File: src/rtl/seg7_scan_reader_if.sv
// Multiplexed active-low 7-segment display bus: digit enables plus shared segment lines.
// The master drives the display; the scan reader observes it as a slave.
interface seg7_scan_reader_if #(
    parameter int NUM_DIGITS = 4
);
    logic [NUM_DIGITS-1:0] digit_sel_n;
    logic [6:0]            segments_n;

    modport master (output digit_sel_n, output segments_n);
    modport slave  (input  digit_sel_n, input  segments_n);
endinterface

File: src/rtl/seg7_scan_reader.sv
// Reads back a multiplexed active-low 7-segment bus, qualifies each slot over a stability
// window, decodes the segments to hex and publishes a frame once every slot has been seen.
module seg7_scan_reader #(
    parameter int NUM_DIGITS    = 4,
    parameter int STABLE_CYCLES = 4
) (
    input  logic                    clk,
    input  logic                    reset,
    seg7_scan_reader_if.slave       disp,
    input  logic                    err_clear,
    output logic [4*NUM_DIGITS-1:0] digits_out,
    output logic [NUM_DIGITS-1:0]   blank_out,
    output logic                    frame_valid,
    output logic                    err_out
);

    localparam int                CNT_W   = $clog2(STABLE_CYCLES);
    localparam logic [CNT_W-1:0]  CNT_MAX = CNT_W'(STABLE_CYCLES - 1);
    localparam logic [NUM_DIGITS-1:0] ALL_ONES = {NUM_DIGITS{1'b1}};
    localparam logic [NUM_DIGITS-1:0] ALL_ZERO = {NUM_DIGITS{1'b0}};

    typedef enum logic [0:0] {
        ST_SETTLING = 1'b0,
        ST_LOCKED   = 1'b1
    } state_t;

    // Result packing is {invalid, blank, value}.
    function automatic logic [5:0] decode_seg(input logic [6:0] seg);
        case (seg)
            7'h01:   decode_seg = {2'b00, 4'h0};
            7'h4f:   decode_seg = {2'b00, 4'h1};
            7'h12:   decode_seg = {2'b00, 4'h2};
            7'h06:   decode_seg = {2'b00, 4'h3};
            7'h4c:   decode_seg = {2'b00, 4'h4};
            7'h24:   decode_seg = {2'b00, 4'h5};
            7'h20:   decode_seg = {2'b00, 4'h6};
            7'h0f:   decode_seg = {2'b00, 4'h7};
            7'h00:   decode_seg = {2'b00, 4'h8};
            7'h04:   decode_seg = {2'b00, 4'h9};
            7'h08:   decode_seg = {2'b00, 4'hA};
            7'h60:   decode_seg = {2'b00, 4'hB};
            7'h31:   decode_seg = {2'b00, 4'hC};
            7'h42:   decode_seg = {2'b00, 4'hD};
            7'h30:   decode_seg = {2'b00, 4'hE};
            7'h38:   decode_seg = {2'b00, 4'hF};
            7'h7f:   decode_seg = {2'b01, 4'h0};
            default: decode_seg = {2'b10, 4'h0};
        endcase
    endfunction

    function automatic logic one_low(input logic [NUM_DIGITS-1:0] sel_n);
        logic [NUM_DIGITS-1:0] act;
        act     = ~sel_n;
        one_low = (act != ALL_ZERO) && ((act & (act - NUM_DIGITS'(1))) == ALL_ZERO);
    endfunction

    logic [NUM_DIGITS-1:0]   sel_q_r;
    logic [6:0]              seg_q_r;
    logic [CNT_W-1:0]        cnt_r;
    state_t                  state_r;
    logic [NUM_DIGITS-1:0]   mask_r;
    logic [4*NUM_DIGITS-1:0] shadow_r;
    logic [NUM_DIGITS-1:0]   shadow_blank_r;

    logic                    same_s;
    logic [CNT_W-1:0]        cnt_s;
    state_t                  state_s;
    logic                    capture_s;
    logic [5:0]              dec_s;
    logic [NUM_DIGITS-1:0]   cap_mask_s;
    logic [NUM_DIGITS-1:0]   mask_s;
    logic [4*NUM_DIGITS-1:0] shadow_s;
    logic [NUM_DIGITS-1:0]   shadow_blank_s;
    logic                    frame_done_s;

    // Stability counting, capture decision and next FSM state.
    always_comb begin
        same_s    = (disp.digit_sel_n == sel_q_r) && (disp.segments_n == seg_q_r);
        cnt_s     = {CNT_W{1'b0}};
        state_s   = state_r;
        capture_s = (state_r == ST_SETTLING) && (cnt_r == CNT_MAX) && one_low(sel_q_r);
        if (same_s) begin
            cnt_s = (cnt_r == CNT_MAX) ? cnt_r : cnt_r + CNT_W'(1);
        end else begin
            cnt_s = {CNT_W{1'b0}};
        end
        // A changing sample always re-arms, even on the edge that captures the old slot.
        if (!same_s) begin
            state_s = ST_SETTLING;
        end else if (capture_s) begin
            state_s = ST_LOCKED;
        end else begin
            state_s = state_r;
        end
    end

    // Shadow update and frame completion for the slot being captured this cycle.
    always_comb begin
        dec_s          = decode_seg(seg_q_r);
        cap_mask_s     = capture_s ? ~sel_q_r : ALL_ZERO;
        shadow_s       = shadow_r;
        shadow_blank_s = shadow_blank_r;
        for (int i = 0; i < NUM_DIGITS; i++) begin
            if (cap_mask_s[i]) begin
                shadow_s[4*i +: 4] = dec_s[3:0];
                shadow_blank_s[i]  = dec_s[4];
            end else begin
                shadow_s[4*i +: 4] = shadow_r[4*i +: 4];
                shadow_blank_s[i]  = shadow_blank_r[i];
            end
        end
        mask_s       = mask_r | cap_mask_s;
        frame_done_s = capture_s && (mask_s == ALL_ONES);
    end

    // FSM state register.
    always_ff @(posedge clk) begin
        if (reset) begin
            state_r <= ST_SETTLING;
        end else begin
            state_r <= state_s;
        end
    end

    // Sample register, capture bookkeeping and registered outputs.
    always_ff @(posedge clk) begin
        if (reset) begin
            sel_q_r        <= ALL_ONES;
            seg_q_r        <= 7'h7f;
            cnt_r          <= {CNT_W{1'b0}};
            mask_r         <= ALL_ZERO;
            shadow_r       <= {(4*NUM_DIGITS){1'b0}};
            shadow_blank_r <= ALL_ONES;
            digits_out     <= {(4*NUM_DIGITS){1'b0}};
            blank_out      <= ALL_ONES;
            frame_valid    <= 1'b0;
            err_out        <= 1'b0;
        end else begin
            sel_q_r        <= disp.digit_sel_n;
            seg_q_r        <= disp.segments_n;
            cnt_r          <= cnt_s;
            shadow_r       <= shadow_s;
            shadow_blank_r <= shadow_blank_s;
            frame_valid    <= frame_done_s;
            // Setting wins over a simultaneous clear.
            err_out        <= (capture_s & dec_s[5]) | (err_out & ~err_clear);
            if (frame_done_s) begin
                digits_out <= shadow_s;
                blank_out  <= shadow_blank_s;
                mask_r     <= ALL_ZERO;
            end else begin
                mask_r     <= mask_s;
            end
        end
    end

endmodule
File: src/flat_wrapper.sv
// flat-port wrapper written by rule: the top's interface ports become plain ports
module seg7_scan_reader_flat 
#(
    parameter int NUM_DIGITS    = 4,
    parameter int STABLE_CYCLES = 4
)
  (clk, reset, err_clear, digits_out, blank_out, frame_valid, err_out, disp_digit_sel_n, disp_segments_n);
  seg7_scan_reader_if #(.NUM_DIGITS(NUM_DIGITS)) disp_i ();
  input  logic clk;
  input  logic reset;
  input  logic err_clear;
  output logic [4*NUM_DIGITS-1:0] digits_out;
  output logic [NUM_DIGITS-1:0] blank_out;
  output logic frame_valid;
  output logic err_out;
  input wire logic [$bits(disp_i.digit_sel_n)-1:0] disp_digit_sel_n;
  input wire logic [$bits(disp_i.segments_n)-1:0] disp_segments_n;
  assign disp_i.digit_sel_n = disp_digit_sel_n;
  assign disp_i.segments_n = disp_segments_n;
  seg7_scan_reader #(.NUM_DIGITS(NUM_DIGITS), .STABLE_CYCLES(STABLE_CYCLES)) u_core (.clk(clk), .reset(reset), .disp(disp_i), .err_clear(err_clear), .digits_out(digits_out), .blank_out(blank_out), .frame_valid(frame_valid), .err_out(err_out));
endmodule
File: config.mk
export PLATFORM = sky130hd
export DESIGN_NAME = seg7_scan_reader_flat
export DESIGN_NICKNAME = d
export VERILOG_FILES = /design/src/rtl/seg7_scan_reader_if.sv /design/src/rtl/seg7_scan_reader.sv /design/src/flat_wrapper.sv
export SDC_FILE = /design/constraint.sdc
export NUM_CORES = 1
export LEC_CHECK = 0
export ABC_AREA = 1
export CAP_MARGIN = 20
export CORE_UTILIZATION = 57
export DETAILED_ROUTE_END_ITERATION = 8
export PLACE_DENSITY = 0.83
export SYNTH_ARGS = -nofsm -noshare
export SYNTH_HDL_FRONTEND = slang
export SYNTH_SLANG_ARGS = --single-unit
File: constraint.sdc
create_clock -name clk -period 3.65 [get_ports clk]
set_input_delay 0.365 -clock clk [delete_from_list [all_inputs] [get_ports clk]]
set_output_delay 0.365 -clock clk [all_outputs]
set_load 0.05 [all_outputs]
==> results by group <==
Drt
  – Initial detailed-routing violation count: 191
  – ANT nets after route: 0
  – Via density: 5.01
  – Total length of routed wires: 6130 um
  – Detailed-routing iteration count for the pre-antenna-repair pass: 4
  – Total DRC errors in the routed layout: 0
  – Wire per inst: 11.9 um
  – Total vias in the final route: 2,580

Power and ir drop
  – Power density normalized to cell area: 381 mW/mm2
  – Clock network fraction of design power: 0.416
  – Sum of internal, switching and leakage power: 1280 uW
  – Power spent charging and discharging nets: 314 uW
  – Sequential group share of total power: 0.523
  – Switching share of power: 0.245
  – Max VDD drop: 0.252 mV
  – Combinational Power Share: 0.061
  – Internal power contribution: 969 uW
  – Static power due to leakage: 0.00171 uW

Layout
  – Antenna Diode Count: 0
  – Cell area after layout: 0.00337 mm2
  – Fraction of final layout cells with drive strength greater than 1: 0.0982
  – Layout overhead on the synthesized area: 18.7%
  – Count of placed standard cells in the final layout, fillers left out: 515
  – Final design utilization: 0.709
  – Nets: 459

Timing
  – Worst setup skew after layout: 0.00635 ns
  – Measured slew at the worst slew-check pin: 0.614 ns
  – Final critical-path share of the clock period: 0.607
  – Setup Viol. Count Final: 0
  – Final sum of negative setup slack: 0 ns
  – Endpoints failing hold: 0
  – Slew margin rel.: 0.590
  – Final period demand of the worst path: 2.22 ns
  – RSZ-0062 raised after global routing: no
  – Max-slew violations: 0
  – Highest clock rate: 451 MHz

Clocking
  – Number of post-CTS setup repair buffers: 0
  – Post-cts resize count: 0
  – Clock buffers created by TritonCTS: 9
  – Sink Count: 60
  – Number of hold buffers added after cts: 0
  – Clock latency on the worst-skew pair: 0.34 ns
  – Number of levels the H-tree was split into: 3
  – CTS Root Cell: sky130_fd_sc_hd__clkbuf_8
  – Clock tree from TritonCTS: done
  – Worst-path clk slew: 0.07 ns
  – Buffer depth of the longest clock path: 2

Critical path
  – Endpoint of the worst register-to-register path: u_core.mask_r[3]$_SDFF_PP0_
  – First element of the critical path: u_core.cnt_r[0]$_SDFFE_PP0P_
  – Kind of launch point of the worst setup path: register
  – Critical Path RT: 3.88 ns
  – Critical Path End Type: register
  – Max FO, Critical Path: 22
  – Crit path kind: register to register
  – Arrival time of the worst setup path: 2.44 ns
  – R2R Path Start: u_core.cnt_r[0]$_SDFFE_PP0P_
  – Count of cells along the worst register-to-register path: 8
  – Register-to-register setup slack: 1.43 ns
  – Capturing element of the worst setup path: u_core.mask_r[3]$_SDFF_PP0_

Die
  – Area of the core: 0.00475 mm2
  – Die width: 72.6 um
  – Chip Height: 72.6 um
  – Row count: 25
  – Ports placed on the boundary: 36
  – Floorplan die area: 0.00527 mm2
  – Starting density of the core: 0.597

GRT
  – GRT Total Usage: 0.260
  – Maximum number of pins on one net before global-route repair: 44
  – Total gr overflow: 0
  – Via count of the first global-routing pass: 2,334
  – Wire length of the first global-routing pass: 10,300 um
  – Number of antenna violations at the first check in global routing: 0

Synthesis
  – Netlist area before placement: 0.00284 mm2
  – Number of flip-flops and latches in the synthesized netlist: 60
  – Syn_nets: 423
  – Number of distinct standard cells referenced by the synthesized netlist: 31
  – Synthesized area per cell: 6.96 um2
  – Yosys warning count: 0
  – Sequential area share after synthesis: 0.423
  – Post-Syn Instances: 408

Worst hold path
  – Hold Path Origin: u_core.blank_out[1]$_SDFFE_PP1P_
  – Type of the worst min-delay path: register to register

Outcome
  – Status: finished, final reports clean

Place
  – Placed cell areas: 0.00319 mm2
  – RePlAce Congestion: 0.910
  – Inst Count DP: 500
  – Count of input and output buffers: 35
  – DPL Wire Length: 4150 um

Flow run
  – Max-capacitance violation count: 0
-- worst min path at each step --
stage,slack (ns),to,cells past startpoint
after floorplan,0.45,u_core.shadow_r[0]$_SDFF_PP0_,2
after global routing,0.49,u_core.shadow_r[15]$_SDFF_PP0_,2
final,0.46,u_core.blank_out[1]$_SDFFE_PP1P_,2
after detailed placement,0.45,u_core.blank_out[1]$_SDFFE_PP1P_,2
after global placement,0.44,u_core.blank_out[1]$_SDFFE_PP1P_,2
after CTS,0.47,u_core.blank_out[1]$_SDFFE_PP1P_,2
-- area by class of cell --
cell class                      count  area, um2
Multi-Input combinational cell    291       1370
Timing Repair Buffer               37        365
Sequential cell                    60       1200
Tap cell                           67       83.8
Clock inverter                      4       25.0
Fill cell                         417       1390
Inverter                           45        169
Clock buffer                       11        151
-- registers in the layout (all words and copies together), names as in the netlist --
signal,cells
u_core.state_r,1
u_core.cnt_r,2
u_core.sel_q_r,4
u_core.mask_r,4
u_core.frame_valid,1
u_core.err_out,1
u_core.digits_out,16
u_core.blank_out,4
u_core.shadow_r,16
u_core.shadow_blank_r,4
u_core.seg_q_r,7
-- power groups by stage --
stage / clock network (uW) / registers (uW) / logic (uW)
after floorplan: 0 / 682 / 54.0
final: 534 / 671 / 78.9
after global placement: 0 / 685 / 75.9
after global routing: 567 / 672 / 89.0
after CTS: 541 / 671 / 78.6
after detailed placement: 0 / 686 / 77.2
-- synthesized netlist by cell type --
cell type                  count  area share
sky130_fd_sc_hd__a21oi_1      17       0.030
sky130_fd_sc_hd__buf_2         1      0.0018
sky130_fd_sc_hd__buf_6         6       0.024
sky130_fd_sc_hd__clkbuf_1      4      0.0053
sky130_fd_sc_hd__clkbuf_4      1      0.0026
sky130_fd_sc_hd__clkinv_1      1      0.0013
sky130_fd_sc_hd__dfxtp_1      60        0.42
sky130_fd_sc_hd__ha_1          1      0.0044
sky130_fd_sc_hd__inv_1        42       0.056
sky130_fd_sc_hd__inv_2         2      0.0026
sky130_fd_sc_hd__mux2i_1       1      0.0035
sky130_fd_sc_hd__nand2_1     140        0.19
sky130_fd_sc_hd__nand2_2       2      0.0044
sky130_fd_sc_hd__nand2_4       2      0.0079
sky130_fd_sc_hd__nand3_1      46       0.081
sky130_fd_sc_hd__nand3_2       1      0.0035
sky130_fd_sc_hd__nand3_4       2       0.012
sky130_fd_sc_hd__nand4_1       1      0.0022
sky130_fd_sc_hd__nand4_2       3       0.013
sky130_fd_sc_hd__nor2_1       43       0.057
sky130_fd_sc_hd__nor2_2        2      0.0044
sky130_fd_sc_hd__nor2_4        3       0.012
sky130_fd_sc_hd__nor3_1        2      0.0035
sky130_fd_sc_hd__o2111a_1      1      0.0040
sky130_fd_sc_hd__o21ai_0       5      0.0088
sky130_fd_sc_hd__o21ai_1       1      0.0018
sky130_fd_sc_hd__o21ai_2       1      0.0031
sky130_fd_sc_hd__o22ai_1       3      0.0066
sky130_fd_sc_hd__or2_2         9       0.020
sky130_fd_sc_hd__xnor2_1       4       0.012
sky130_fd_sc_hd__xor2_1        1      0.0031
-- metal layers --
layer  part of all wire  track usage
met1               0.46        0.326
met2               0.48        0.422
met3              0.048       0.0691
met4              0.017        0.111
met5                  0            0
-- critical path, stage by stage (launching register included) --
cell and delay (ns):
sky130_fd_sc_hd__dfxtp_1 0.36, sky130_fd_sc_hd__ha_1 0.24, sky130_fd_sc_hd__nand2_1 0.11, sky130_fd_sc_hd__nor2_4 0.13, sky130_fd_sc_hd__nand4_2 0.22, sky130_fd_sc_hd__nand2_2 0.19, sky130_fd_sc_hd__nand4_2 0.52, sky130_fd_sc_hd__nand2_1 0.27
sky130_fd_sc_hd__nor2_1 0.07
-- cell families (layout without fill, tap and decap cells) --
family	Yosys count	count (layout)	share of synthesized area
simple gates	256	256	0.406
mux	1	1	0.00353
xor+xnor	5	5	0.0154
buf+inv	57	97	0.0930
fa+ha+maj	1	1	0.00441
compound gates	28	28	0.0542
flops	60	60	0.423
-- layout by cell type, fill, tap and decap left out, drive strengths merged, types with 2 or more instances in the layout --
cell type,Yosys,final
a21oi,17,17
buf,7,2
clkbuf,5,11
clkdlybuf4s50,0,35
clkinv,1,3
clkinvlp,0,2
dfxtp,60,60
inv,44,44
nand2,144,144
nand3,49,49
nand4,4,4
nor2,48,48
nor3,2,2
o21ai,7,7
o22ai,3,3
or2,9,9
xnor2,4,4
-- per-stage QoR --
| stage | hold WS [ns] | setup WS (ns) |
|---|---|---|
| after floorplan | 0.453 | 2.02 |
| after CTS | 0.467 | 1.46 |
| final | 0.464 | 1.43 |
| after global placement | 0.444 | 1.56 |
| after global routing | 0.488 | 1.16 |
| after detailed placement | 0.450 | 1.49 |
(Power assumes the default switching activity.)
